`config.mk`:
```
export PLATFORM = sky130hd
export DESIGN_NAME = program_loader_flat
export DESIGN_NICKNAME = d
export VERILOG_FILES = /design/src/rtl/program_loader_if.sv /design/src/rtl/program_loader.sv /design/src/flat_wrapper.sv
export SDC_FILE = /design/constraint.sdc
export NUM_CORES = 1
export LEC_CHECK = 0
export ABC_AREA = 1
export CAP_MARGIN = 5
export CORE_MARGIN = 2
export CORE_UTILIZATION = 35
export DETAILED_ROUTE_END_ITERATION = 6
export HOLD_SLACK_MARGIN = 0.03
export PLACE_DENSITY_LB_ADDON = 0.25
export RECOVER_POWER = 25
export SLEW_MARGIN = 30
export SYNTH_ARGS = -nofsm -noshare
export SYNTH_HDL_FRONTEND = slang
export SYNTH_SLANG_ARGS = --single-unit
export TNS_END_PERCENT = 10
```
`constraint.sdc`:
```
create_clock -name clk -period 2.4 [get_ports clk]
set_clock_uncertainty 0.15 [all_clocks]
set_input_delay 0.48 -clock clk [delete_from_list [all_inputs] [get_ports clk]]
set_output_delay 0.48 -clock clk [all_outputs]
set_load 0.01 [all_outputs]
```
`src/rtl/program_loader_if.sv`:
```
// Stream and external-memory bundle between a word source, the loader
// and the cpu's instruction/data sram write ports.
interface program_loader_if;
    logic        s_valid;
    logic [31:0] s_data;
    logic        s_ready;
    logic [31:0] addr_ext;
    logic        wen_ext;
    logic        ren_ext;
    logic [31:0] wdata_ext;
    logic [31:0] addr_ext_2;
    logic        wen_ext_2;
    logic        ren_ext_2;
    logic [31:0] wdata_ext_2;

    modport master (
        output s_valid,
        output s_data,
        input  s_ready,
        input  addr_ext,
        input  wen_ext,
        input  ren_ext,
        input  wdata_ext,
        input  addr_ext_2,
        input  wen_ext_2,
        input  ren_ext_2,
        input  wdata_ext_2
    );

    modport slave (
        input  s_valid,
        input  s_data,
        output s_ready,
        output addr_ext,
        output wen_ext,
        output ren_ext,
        output wdata_ext,
        output addr_ext_2,
        output wen_ext_2,
        output ren_ext_2,
        output wdata_ext_2
    );
endinterface

```
`src/rtl/program_loader.sv`:
```
// Boot loader: header + imem words + dmem words from a stream, then cpu enable.
// Define LOADER_CHECKSUM_EN to require a trailing 32-bit sum word.
module program_loader #(
    parameter int IMEM_DEPTH = 512,
    parameter int DMEM_DEPTH = 1024,
    parameter int ADDR_STEP  = 4
) (
    input  logic            clk,
    input  logic            arst_n,
    input  logic            start,
    program_loader_if.slave bus,
    output logic            cpu_enable,
    output logic            busy,
    output logic            done,
    output logic            error
);

`ifdef LOADER_CHECKSUM_EN
    typedef enum logic [2:0] {
        IDLE, HEADER, LOAD_I, LOAD_D, CHECK, FINISH, RUN, ERR
    } state_e;
    localparam state_e TAIL = CHECK;
`else
    typedef enum logic [2:0] {
        IDLE, HEADER, LOAD_I, LOAD_D, FINISH, RUN, ERR
    } state_e;
    localparam state_e TAIL = FINISH;
`endif

    localparam logic [31:0] IMEM_LIM = 32'(IMEM_DEPTH);
    localparam logic [31:0] DMEM_LIM = 32'(DMEM_DEPTH);
    localparam logic [31:0] STEP     = 32'(ADDR_STEP);

    state_e      state_q, state_d;
    logic [15:0] icnt_q, icnt_d;
    logic [15:0] dcnt_q, dcnt_d;
    logic [15:0] idx_q, idx_d;
    logic        iwen_q, iwen_d;
    logic [31:0] iaddr_q, iaddr_d;
    logic [31:0] idata_q, idata_d;
    logic        dwen_q, dwen_d;
    logic [31:0] daddr_q, daddr_d;
    logic [31:0] ddata_q, ddata_d;
`ifdef LOADER_CHECKSUM_EN
    logic [31:0] sum_q, sum_d;
`endif

    logic        s_ready;
    logic        beat;
    logic [15:0] hdr_i;
    logic [15:0] hdr_d;
    logic        hdr_bad;
    logic [31:0] word_addr;
    logic        last_i;
    logic        last_d;

    assign beat      = bus.s_valid && s_ready;
    assign hdr_i     = bus.s_data[31:16];
    assign hdr_d     = bus.s_data[15:0];
    assign hdr_bad   = ({16'd0, hdr_i} > IMEM_LIM) ||
                       ({16'd0, hdr_d} > DMEM_LIM);
    assign word_addr = 32'(idx_q) * STEP;
    assign last_i    = (idx_q == icnt_q - 16'd1);
    assign last_d    = (idx_q == dcnt_q - 16'd1);

    always_comb begin
        state_d = state_q;
        icnt_d  = icnt_q;
        dcnt_d  = dcnt_q;
        idx_d   = idx_q;
        iwen_d  = 1'b0;
        iaddr_d = iaddr_q;
        idata_d = idata_q;
        dwen_d  = 1'b0;
        daddr_d = daddr_q;
        ddata_d = ddata_q;
`ifdef LOADER_CHECKSUM_EN
        sum_d   = sum_q;
`endif
        unique case (state_q)
            IDLE, RUN, ERR: begin
                if (start) begin
                    state_d = HEADER;
                    idx_d   = 16'd0;
                end
            end
            HEADER: begin
                if (beat) begin
                    icnt_d = hdr_i;
                    dcnt_d = hdr_d;
                    idx_d  = 16'd0;
`ifdef LOADER_CHECKSUM_EN
                    sum_d  = bus.s_data;
`endif
                    if (hdr_bad)
                        state_d = ERR;
                    else if (hdr_i != 16'd0)
                        state_d = LOAD_I;
                    else if (hdr_d != 16'd0)
                        state_d = LOAD_D;
                    else
                        state_d = TAIL;
                end
            end
            LOAD_I: begin
                if (beat) begin
                    iwen_d  = 1'b1;
                    iaddr_d = word_addr;
                    idata_d = bus.s_data;
`ifdef LOADER_CHECKSUM_EN
                    sum_d   = sum_q + bus.s_data;
`endif
                    if (last_i) begin
                        idx_d   = 16'd0;
                        state_d = (dcnt_q != 16'd0) ? LOAD_D : TAIL;
                    end else begin
                        idx_d = idx_q + 16'd1;
                    end
                end
            end
            LOAD_D: begin
                if (beat) begin
                    dwen_d  = 1'b1;
                    daddr_d = word_addr;
                    ddata_d = bus.s_data;
`ifdef LOADER_CHECKSUM_EN
                    sum_d   = sum_q + bus.s_data;
`endif
                    if (last_d) begin
                        idx_d   = 16'd0;
                        state_d = TAIL;
                    end else begin
                        idx_d = idx_q + 16'd1;
                    end
                end
            end
`ifdef LOADER_CHECKSUM_EN
            CHECK: begin
                // trailer is compared only; neither memory sees it
                if (beat)
                    state_d = (bus.s_data == sum_q) ? FINISH : ERR;
            end
`endif
            // last strobe is on the bus during this cycle
            FINISH: state_d = RUN;
            default: state_d = IDLE;
        endcase
    end

    always_ff @(posedge clk or negedge arst_n) begin
        if (!arst_n) begin
            state_q <= IDLE;
            icnt_q  <= '0;
            dcnt_q  <= '0;
            idx_q   <= '0;
            iwen_q  <= 1'b0;
            iaddr_q <= '0;
            idata_q <= '0;
            dwen_q  <= 1'b0;
            daddr_q <= '0;
            ddata_q <= '0;
        end else begin
            state_q <= state_d;
            icnt_q  <= icnt_d;
            dcnt_q  <= dcnt_d;
            idx_q   <= idx_d;
            iwen_q  <= iwen_d;
            iaddr_q <= iaddr_d;
            idata_q <= idata_d;
            dwen_q  <= dwen_d;
            daddr_q <= daddr_d;
            ddata_q <= ddata_d;
        end
    end

`ifdef LOADER_CHECKSUM_EN
    always_ff @(posedge clk or negedge arst_n) begin
        if (!arst_n)
            sum_q <= '0;
        else
            sum_q <= sum_d;
    end
`endif

    always_comb begin
        s_ready    = 1'b0;
        busy       = 1'b0;
        cpu_enable = 1'b0;
        done       = 1'b0;
        error      = 1'b0;
        unique case (state_q)
            HEADER, LOAD_I, LOAD_D: begin
                s_ready = 1'b1;
                busy    = 1'b1;
            end
`ifdef LOADER_CHECKSUM_EN
            CHECK: begin
                s_ready = 1'b1;
                busy    = 1'b1;
            end
`endif
            FINISH: busy = 1'b1;
            RUN: begin
                cpu_enable = 1'b1;
                done       = 1'b1;
            end
            ERR: error = 1'b1;
            default: ;
        endcase
    end

    assign bus.s_ready     = s_ready;
    assign bus.addr_ext    = iaddr_q;
    assign bus.wen_ext     = iwen_q;
    assign bus.ren_ext     = 1'b0;
    assign bus.wdata_ext   = idata_q;
    assign bus.addr_ext_2  = daddr_q;
    assign bus.wen_ext_2   = dwen_q;
    assign bus.ren_ext_2   = 1'b0;
    assign bus.wdata_ext_2 = ddata_q;

endmodule

```
`src/flat_wrapper.sv`:
```
// flat-port wrapper written by rule: the top's interface ports become plain ports
module program_loader_flat 
#(
    parameter int IMEM_DEPTH = 512,
    parameter int DMEM_DEPTH = 1024,
    parameter int ADDR_STEP  = 4
)
  (clk, arst_n, start, cpu_enable, busy, done, error, bus_s_valid, bus_s_data, bus_s_ready, bus_addr_ext, bus_wen_ext, bus_ren_ext, bus_wdata_ext, bus_addr_ext_2, bus_wen_ext_2, bus_ren_ext_2, bus_wdata_ext_2);
  program_loader_if bus_i ();
  input  logic clk;
  input  logic arst_n;
  input  logic start;
  output logic cpu_enable;
  output logic busy;
  output logic done;
  output logic error;
  input wire logic [$bits(bus_i.s_valid)-1:0] bus_s_valid;
  input wire logic [$bits(bus_i.s_data)-1:0] bus_s_data;
  output wire logic [$bits(bus_i.s_ready)-1:0] bus_s_ready;
  output wire logic [$bits(bus_i.addr_ext)-1:0] bus_addr_ext;
  output wire logic [$bits(bus_i.wen_ext)-1:0] bus_wen_ext;
  output wire logic [$bits(bus_i.ren_ext)-1:0] bus_ren_ext;
  output wire logic [$bits(bus_i.wdata_ext)-1:0] bus_wdata_ext;
  output wire logic [$bits(bus_i.addr_ext_2)-1:0] bus_addr_ext_2;
  output wire logic [$bits(bus_i.wen_ext_2)-1:0] bus_wen_ext_2;
  output wire logic [$bits(bus_i.ren_ext_2)-1:0] bus_ren_ext_2;
  output wire logic [$bits(bus_i.wdata_ext_2)-1:0] bus_wdata_ext_2;
  assign bus_i.s_valid = bus_s_valid;
  assign bus_i.s_data = bus_s_data;
  assign bus_s_ready = bus_i.s_ready;
  assign bus_addr_ext = bus_i.addr_ext;
  assign bus_wen_ext = bus_i.wen_ext;
  assign bus_ren_ext = bus_i.ren_ext;
  assign bus_wdata_ext = bus_i.wdata_ext;
  assign bus_addr_ext_2 = bus_i.addr_ext_2;
  assign bus_wen_ext_2 = bus_i.wen_ext_2;
  assign bus_ren_ext_2 = bus_i.ren_ext_2;
  assign bus_wdata_ext_2 = bus_i.wdata_ext_2;
  program_loader #(.IMEM_DEPTH(IMEM_DEPTH), .DMEM_DEPTH(DMEM_DEPTH), .ADDR_STEP(ADDR_STEP)) u_core (.clk(clk), .arst_n(arst_n), .start(start), .bus(bus_i), .cpu_enable(cpu_enable), .busy(busy), .done(done), .error(error));
endmodule
```
==> results of run 1 <==
[synth_stat cells, types with 2 or more instances]
cell type	n
buf_1	2
nor2_4	5
o21ai_0	133
buf_2	11
o21ai_1	4
nand3_2	7
inv_1	94
nor3_1	6
nand3_1	36
nand2_2	7
xor2_1	27
ha_1	4
nor2_1	67
clkbuf_2	2
clkbuf_1	21
xnor2_1	13
nand4_1	11
dfrtp_1	149
nor2_2	9
buf_4	37
a21oi_1	3
nand3b_1	14
nand2_1	290
[layout by cell type, fill, tap and decap left out, drive strengths merged]
cell type	count
dlygate4sd2	2
a31oi	1
dfrtp	149
and2	1
inv	96
bufinv	3
o31ai	1
nand2b	1
o21bai	1
buf	35
clkinvlp	3
o21ai	137
nand3b	14
xor2	27
nor3	8
dlygate4sd3	1
nand2	298
or2	2
conb	34
nand4	11
nand3	43
clkbuf	24
nor4	1
clkdlybuf4s50	134
ha	4
xnor2	13
nor2	81
dlymetal6s2s	1
clkinv	5
a21oi	4
[timing repair]
item                       in CTS  in global routing
hold endpoints to repair       40                  0
resized for setup               5                 10
pin swaps                       0                  1
hold buffers                    1                  0
setup endpoints to repair       3                 21
[routing by layer]
metal | up-vias | global-route usage (%)
met2 | 174 | 27.8
met1 | 3069 | 24.7
met5 | - | 0
li1 | 3283 | -
met3 | 34 | 4.72
met4 | 0 | 7.48
[final timing paths]
check | to | depth (start not counted)
setup / recovery | busy | 4
hold / removal | u_core.bus.addr_ext_2[9]$_DFFE_PN0P_ | 2
setup reg to reg | u_core.idx_q[3]$_DFFE_PN0P_ | 12
hold reg to reg | u_core.bus.addr_ext_2[9]$_DFFE_PN0P_ | 2
max in group asynchronous | u_core.state_q[2]$_DFFE_PN0P_ | 3
min in group asynchronous | u_core.bus.addr_ext[10]$_DFFE_PN0P_ | 2
[power breakdown]
part / switching (mW) / internal, mW / total (mW)
Clock: 1.08 / 1.64 / 2.72
Sequential: 0.794 / 3.53 / 4.33
Combinational: 2.85 / 2.65 / 5.50
Total: 4.72 / 7.82 / 12.5
[tightest hold or removal path: stages, from the launching register on]
cell	delay, ns
dfrtp_1	0.34
nand2_1	0.05
o21ai_0	0.05
[metrics by stage]
stage                     area, sq um  setup WS, ns  hold WS (ns)  TNS, ns  util [%]
after CTS                       10000       0.00979         0.337        0      46.3
final                           10100        0.0519         0.331        0      46.4
after floorplan                  7820         0.272        0.0344        0         -
after detailed placement         9440       -0.0879         0.295   -0.152      43.5
after global routing            10100       -0.0750         0.347   -0.598      46.4
after global placement           9440       -0.0647         0.292   -0.118      43.5
[kinds of logic after synthesis]
logic type      count (synthesis)
simple gates                  460
other cells                     1
flops                         149
xor+xnor                       40
fa+ha+maj                       4
buf+inv                       169
compound gates                144
[final cells by class]
class / instances / area, sq um / area share, %
Clock buffer: 20 / 437 / 4.34
Clock inverter: 12 / 154 / 1.53
Inverter: 95 / 357 / 3.54
Multi-Input combinational cell: 682 / 3340 / 33.1
Sequential cell: 149 / 3730 / 37.1
Tap cell: 280 / 350 / 3.48
Timing Repair Buffer: 177 / 1700 / 16.9
[flip-flops by register name (all words and copies together) (netlist names)]
| register | count |
|---|---|
| u_core.state_q | 3 |
| u_core.bus.addr_ext_2 | 16 |
| u_core.idx_q | 16 |
| u_core.bus.wen_ext | 1 |
| u_core.bus.wdata_ext_2 | 32 |
| u_core.bus.wen_ext_2 | 1 |
| u_core.icnt_q | 16 |
| u_core.bus.addr_ext | 16 |
| u_core.bus.wdata_ext | 32 |
| u_core.dcnt_q | 16 |
==> qor.yml, run 1 <==
clock_tree:
  cts_max_path_buffers: 2
  clkSinkCount: 149
  worstSkewPairLatency_ns: 0.42
  cts.clk_slew.worst_paths_ns: 0.06
  htreeDepth: 4
  cts_made_buffers: 17
  cts_root_buf: "clkbuf_16"
  cts_tree: "yes"
  cts_setup_buffers: 0
detailed_routing:
  drtPass1Iterations: 5
  wl_met1_microns: 9580
  route.detailed.drc: 0
  ant_nets: 0
  postRouteWirelength_microns: 20400
  vias_per_cell: 4.64
  num_vias: 6560
  top_layer: "met4"
  wl_met3_microns: 1150
  wl_met2_microns: 9010
  avgRoutedWirePerCell_microns: 14.4
  first_iter_violations: 389
critical_path:
  worstSetupEndpointType: "output pin"
  critPathKind: "register to output pin"
  path_max_fanout: 8
  critPathTopFamily: "buffers and inverters"
  crit_path_start: "u_core.state_q[2]$_DFFE_PN0P_"
  path_buf_inv: 2
  required_ns: 1.77
  start_kind: "register"
  critPathSlowestCell: "clkdlybuf4s50_1"
  ff2ff_setup_slack_ns: 0.21
  crit_chain: "nor2_2 > inv_1 > nand2_1 > clkdlybuf4s50_1"
  reg2reg_from: "u_core.dcnt_q[1]$_DFFE_PN0P_"
  cpPeakStageDelay_ns: 0.53
  crit_arrival_ns: 1.72
synth:
  synth_async_sr_flop_share_pct: 100
  yosys.area.top_type_share_pct: 48.5
  synth.top_cells.by_area: "dfrtp_1 48%, nand2_1 14%, o21ai_0 8.7%, inv_1 4.6%, buf_4 3.6%"
  synth_cells: 967
  yosysTopAreaCell: "dfrtp_1"
  synth_compound_area_share_pct: 9.65
  ys_seq_area_share_pct: 48.5
  synth_xor_area_share_pct: 4.56
  synthAdderAreaFrac_pct: 0.651
  synth_cell_type_count: 38
  synth_top_family_by_area: "simple AND/OR/NAND/NOR gates"
  syn_area_sq_mm: 0.00769
  synthSimpleGateAreaFrac_pct: 26.3
  synth_warnings: 0
  synth-seq-cells: 149
  synth-edff-count: 0
  ys.flop_type: "dfrtp_1"
  avgSynthCellArea_sq_um: 7.95
  synthMuxAreaShare_pct: 0
sta:
  worst_slew_pin_slew_ns: 1.17
  finalSetupViolations: 0
  min_period_ns: 2.35
  period_share_pct: 97.8
  clock.fmax_mhz: 426
  timing_hold_violations_final: 0
  drv_slew: 0
  relSlewSlack_pct: 21.7
  rsz0062_at_grt: "yes"
place:
  dpl.cell_count: 1382
  io_buffers: 138
  dp_hpwl_microns: 14900
  place_congestion: 0.898
grt:
  grt_overflow: 0
  grt_usage_pct: 18.2
  grt_max_degree: 65
  grt_first_pass_wirelength_microns: 34000
  grt_antenna_before_repair: 0
  first_global_vias: 6541
power_and_ir_drop:
  power.leakage_nw: 4.86
  total_power_mw: 12.5
  ir_worst_vdd_mv: 0.501
  power.density_mw_per_mm2: 1250
layout:
  insertedDiodeCount: 0
  drive_gt1_share_pct: 9.87
  fill_cells: 2178
  nNetsFinal: 1162
  fin_cells: 1415
  area_delta_synth_final_pct: 30.9
floorplanning:
  num_rows: 54
  die_h_microns: 152
  die_x_microns: 152
  fp.coreArea_sq_mm: 0.0217
  dieArea_sq_mm: 0.0232
  start_util_pct: 35.5
  io_pins: 173
run:
  drv_cap: 0
outcome:
  outcome: "complete, no violations"
hold_path:
  hp-class: "register to register"
  hold_start: "u_core.bus.addr_ext_2[9]$_DFFE_PN0P_"
No activity file was read; power rests on OpenSTA's default activity.
==> run 2: changes to the inputs <==
--- a/config.mk
+++ b/config.mk
@@ -10,6 +10,7 @@
 export CORE_MARGIN = 2
 export CORE_UTILIZATION = 35
 export DETAILED_ROUTE_END_ITERATION = 6
+export DONT_BUFFER_PORTS = 1
 export HOLD_SLACK_MARGIN = 0.03
 export PLACE_DENSITY_LB_ADDON = 0.25
 export RECOVER_POWER = 25
==> run 2 against run 1 <==
Against the previous run: clock power decreased by 1%; combinational power is 39% lower; worst hold slack worse by 0.73 ns; total power down 13%; critical endpoint is now u_core.state_q[2]$_DFFE_PN0P_; routed wire length fell by 6.3%; sequential cell count stayed put; via count fell by 11%; cell count down 11%; core utilization fell by 6.9 points; sequential share of layout area grew 6.5 points; the flow now finishes with violations (negative hold slack).
==> qor.yml, run 2 (synthesis results as in run 1) <==
outcome:
  violations: "negative hold slack"
  outcome: "complete, but fails checks"
place:
  place_congestion: 0.854
  dpl.cell_count: 1225
  dp_hpwl_microns: 13600
  io_buffers: 0
clock_tree:
  cts.clk_slew.worst_paths_ns: 0.06
  cts_root_buf: "clkbuf_16"
  cts_made_buffers: 17
  htreeDepth: 4
  cts_tree: "yes"
  worstSkewPairLatency_ns: 0.43
  cts_max_path_buffers: 2
  clkSinkCount: 149
sta:
  finalSetupViolations: 0
  rsz0062_at_grt: "no"
  clock.fmax_mhz: 453
  min_period_ns: 2.21
  finalSetupTns_ns: 0
  fin_hold_ws_ns: -0.401
  drv_slew: 0
  worst_slew_pin_slew_ns: 0.525
  relSlewSlack_pct: 65.0
  period_share_pct: 92.0
  timing_hold_violations_final: 149
detailed_routing:
  num_vias: 5869
  avgRoutedWirePerCell_microns: 15.1
  route.detailed.drc: 0
  drtPass1Iterations: 5
  top_layer: "met4"
  wl_met1_microns: 9070
  wl_met2_microns: 8640
  vias_per_cell: 4.65
  wl_met3_microns: 1280
  first_iter_violations: 415
  postRouteWirelength_microns: 19100
  ant_nets: 0
critical_path:
  path_buf_inv: 3
  crit_arrival_ns: 2.38
  cpPeakStageDelay_ns: 0.40
  path_max_fanout: 6
  crit_top_cell: "nand2_1"
  required_ns: 2.57
  critPathKind: "register to register"
  critPathTopFamily: "simple AND/OR/NAND/NOR gates"
  start_kind: "register"
  ff2ff_setup_slack_ns: 0.19
  worstSetupEndpointType: "register"
  critPathSlowestCell: "dfrtp_1"
  crit_chain: "inv_1 > buf_4 > nand2_2 > nor2_4 > nand2_1 > nand2_1 > nand3_1 > nor2_1 > nand2_1 > o21bai_4 > buf_12 > nand3_1 > nand2_1 > nand2_1"
layout:
  drive_gt1_share_pct: 9.89
  fin_cells: 1261
  nNetsFinal: 1008
  most-common-layout-cells: "289 x nand2_1, 149 x dfrtp_1, 133 x o21ai_0, 92 x inv_1, 63 x nor2_1"
  final_common_cell: "nand2_1"
  insertedDiodeCount: 0
  area_delta_synth_final_pct: 11.3
floorplanning:
  die_x_microns: 152
  fp.coreArea_sq_mm: 0.0217
  num_rows: 54
  dieArea_sq_mm: 0.0232
  io_pins: 173
  start_util_pct: 35.5
  die_h_microns: 152
power_and_ir_drop:
  power.leakage_nw: 4.24
  ir_worst_vdd_mv: 0.607
  power.density_mw_per_mm2: 1270
grt:
  grt_overflow: 0
  grt_antenna_before_repair: 0
  grt_first_pass_wirelength_microns: 30900
  grt_usage_pct: 16.8
  grt_max_degree: 150
  first_global_vias: 5638
hold_path:
  hp-class: "input port to asynchronous set/reset pin"
run:
  drv_cap: 0
-- run 2: cell types whose count changed in the layout (fill, tap and decap cells not counted), sizes merged --
cell and delta:
clkinv -1, clkdlybuf4s50 -134, inv +2, nand2 +1
buf -13, dlymetal6s2s -1, dlygate4sd3 -1, dlygate4sd2 -2
clkinvlp +1, clkbuf -5, bufinv -1
-- run 2: report_power, final --
part           internal (mW)  switching (mW)
registers               3.53            1.30
clock network           1.57            1.11
logic                   1.31            2.07
total                   6.41            4.49
-- run 2: cell type report --
cell class              instances  area, sq um
clock inverters                13          148
well taps                     280          350
inverters                      95          357
multi-input cells             683         3340
clock buffers                  19          443
flip-flops and latches        149         3730
repair buffers                 22          190
fillers                      2217        13100
-- run 2: worst paths after layout --
check                                                  endpoint                          start  depth (start not counted)
setup / recovery                  u_core.state_q[2]$_DFFE_PN0P_   u_core.dcnt_q[0]$_DFFE_PN0P_                         14
max in group asynchronous  u_core.bus.wdata_ext[26]$_DFFE_PN0P_                         arst_n                          0
hold reg to reg                   u_core.icnt_q[15]$_DFFE_PN0P_  u_core.icnt_q[15]$_DFFE_PN0P_                          2
min in group clk           u_core.bus.wdata_ext[30]$_DFFE_PN0P_                 bus_s_data[30]                          2
setup reg to reg                  u_core.state_q[2]$_DFFE_PN0P_   u_core.dcnt_q[0]$_DFFE_PN0P_                         14
hold / removal                     u_core.idx_q[13]$_DFFE_PN0P_                         arst_n                          0
-- run 2: metrics by stage --
step / area (sq um) / util [%] / power, mW / hold WS (ns) / worst slack (ns)
after floorplan: 7820 / - / 7.31 / 0.0344 / 0.272
after global placement: 7880 / 36.3 / 8.09 / 0.0385 / 0.146
after detailed placement: 7880 / 36.3 / 8.16 / 0.0382 / 0.0912
after CTS: 8470 / 39.1 / 10.9 / -0.422 / 0.0697
after global routing: 8560 / 39.5 / 11.8 / -0.428 / 0.00671
final: 8560 / 39.5 / 10.9 / -0.401 / 0.193
-- run 2: layer usage --
metal  vias up  global-route usage [%]
met5         -                       0
met4         0                    3.52
met3         7                    5.97
met2       154                    26.0
met1      2727                    22.9
li1       2981                       -
-- run 2: what timing repair did --
item,CTS,global route
resized for setup,0,9
endpoints found under the setup margin,0,19
setup buffers,0,3
hold endpoints to repair,149,149
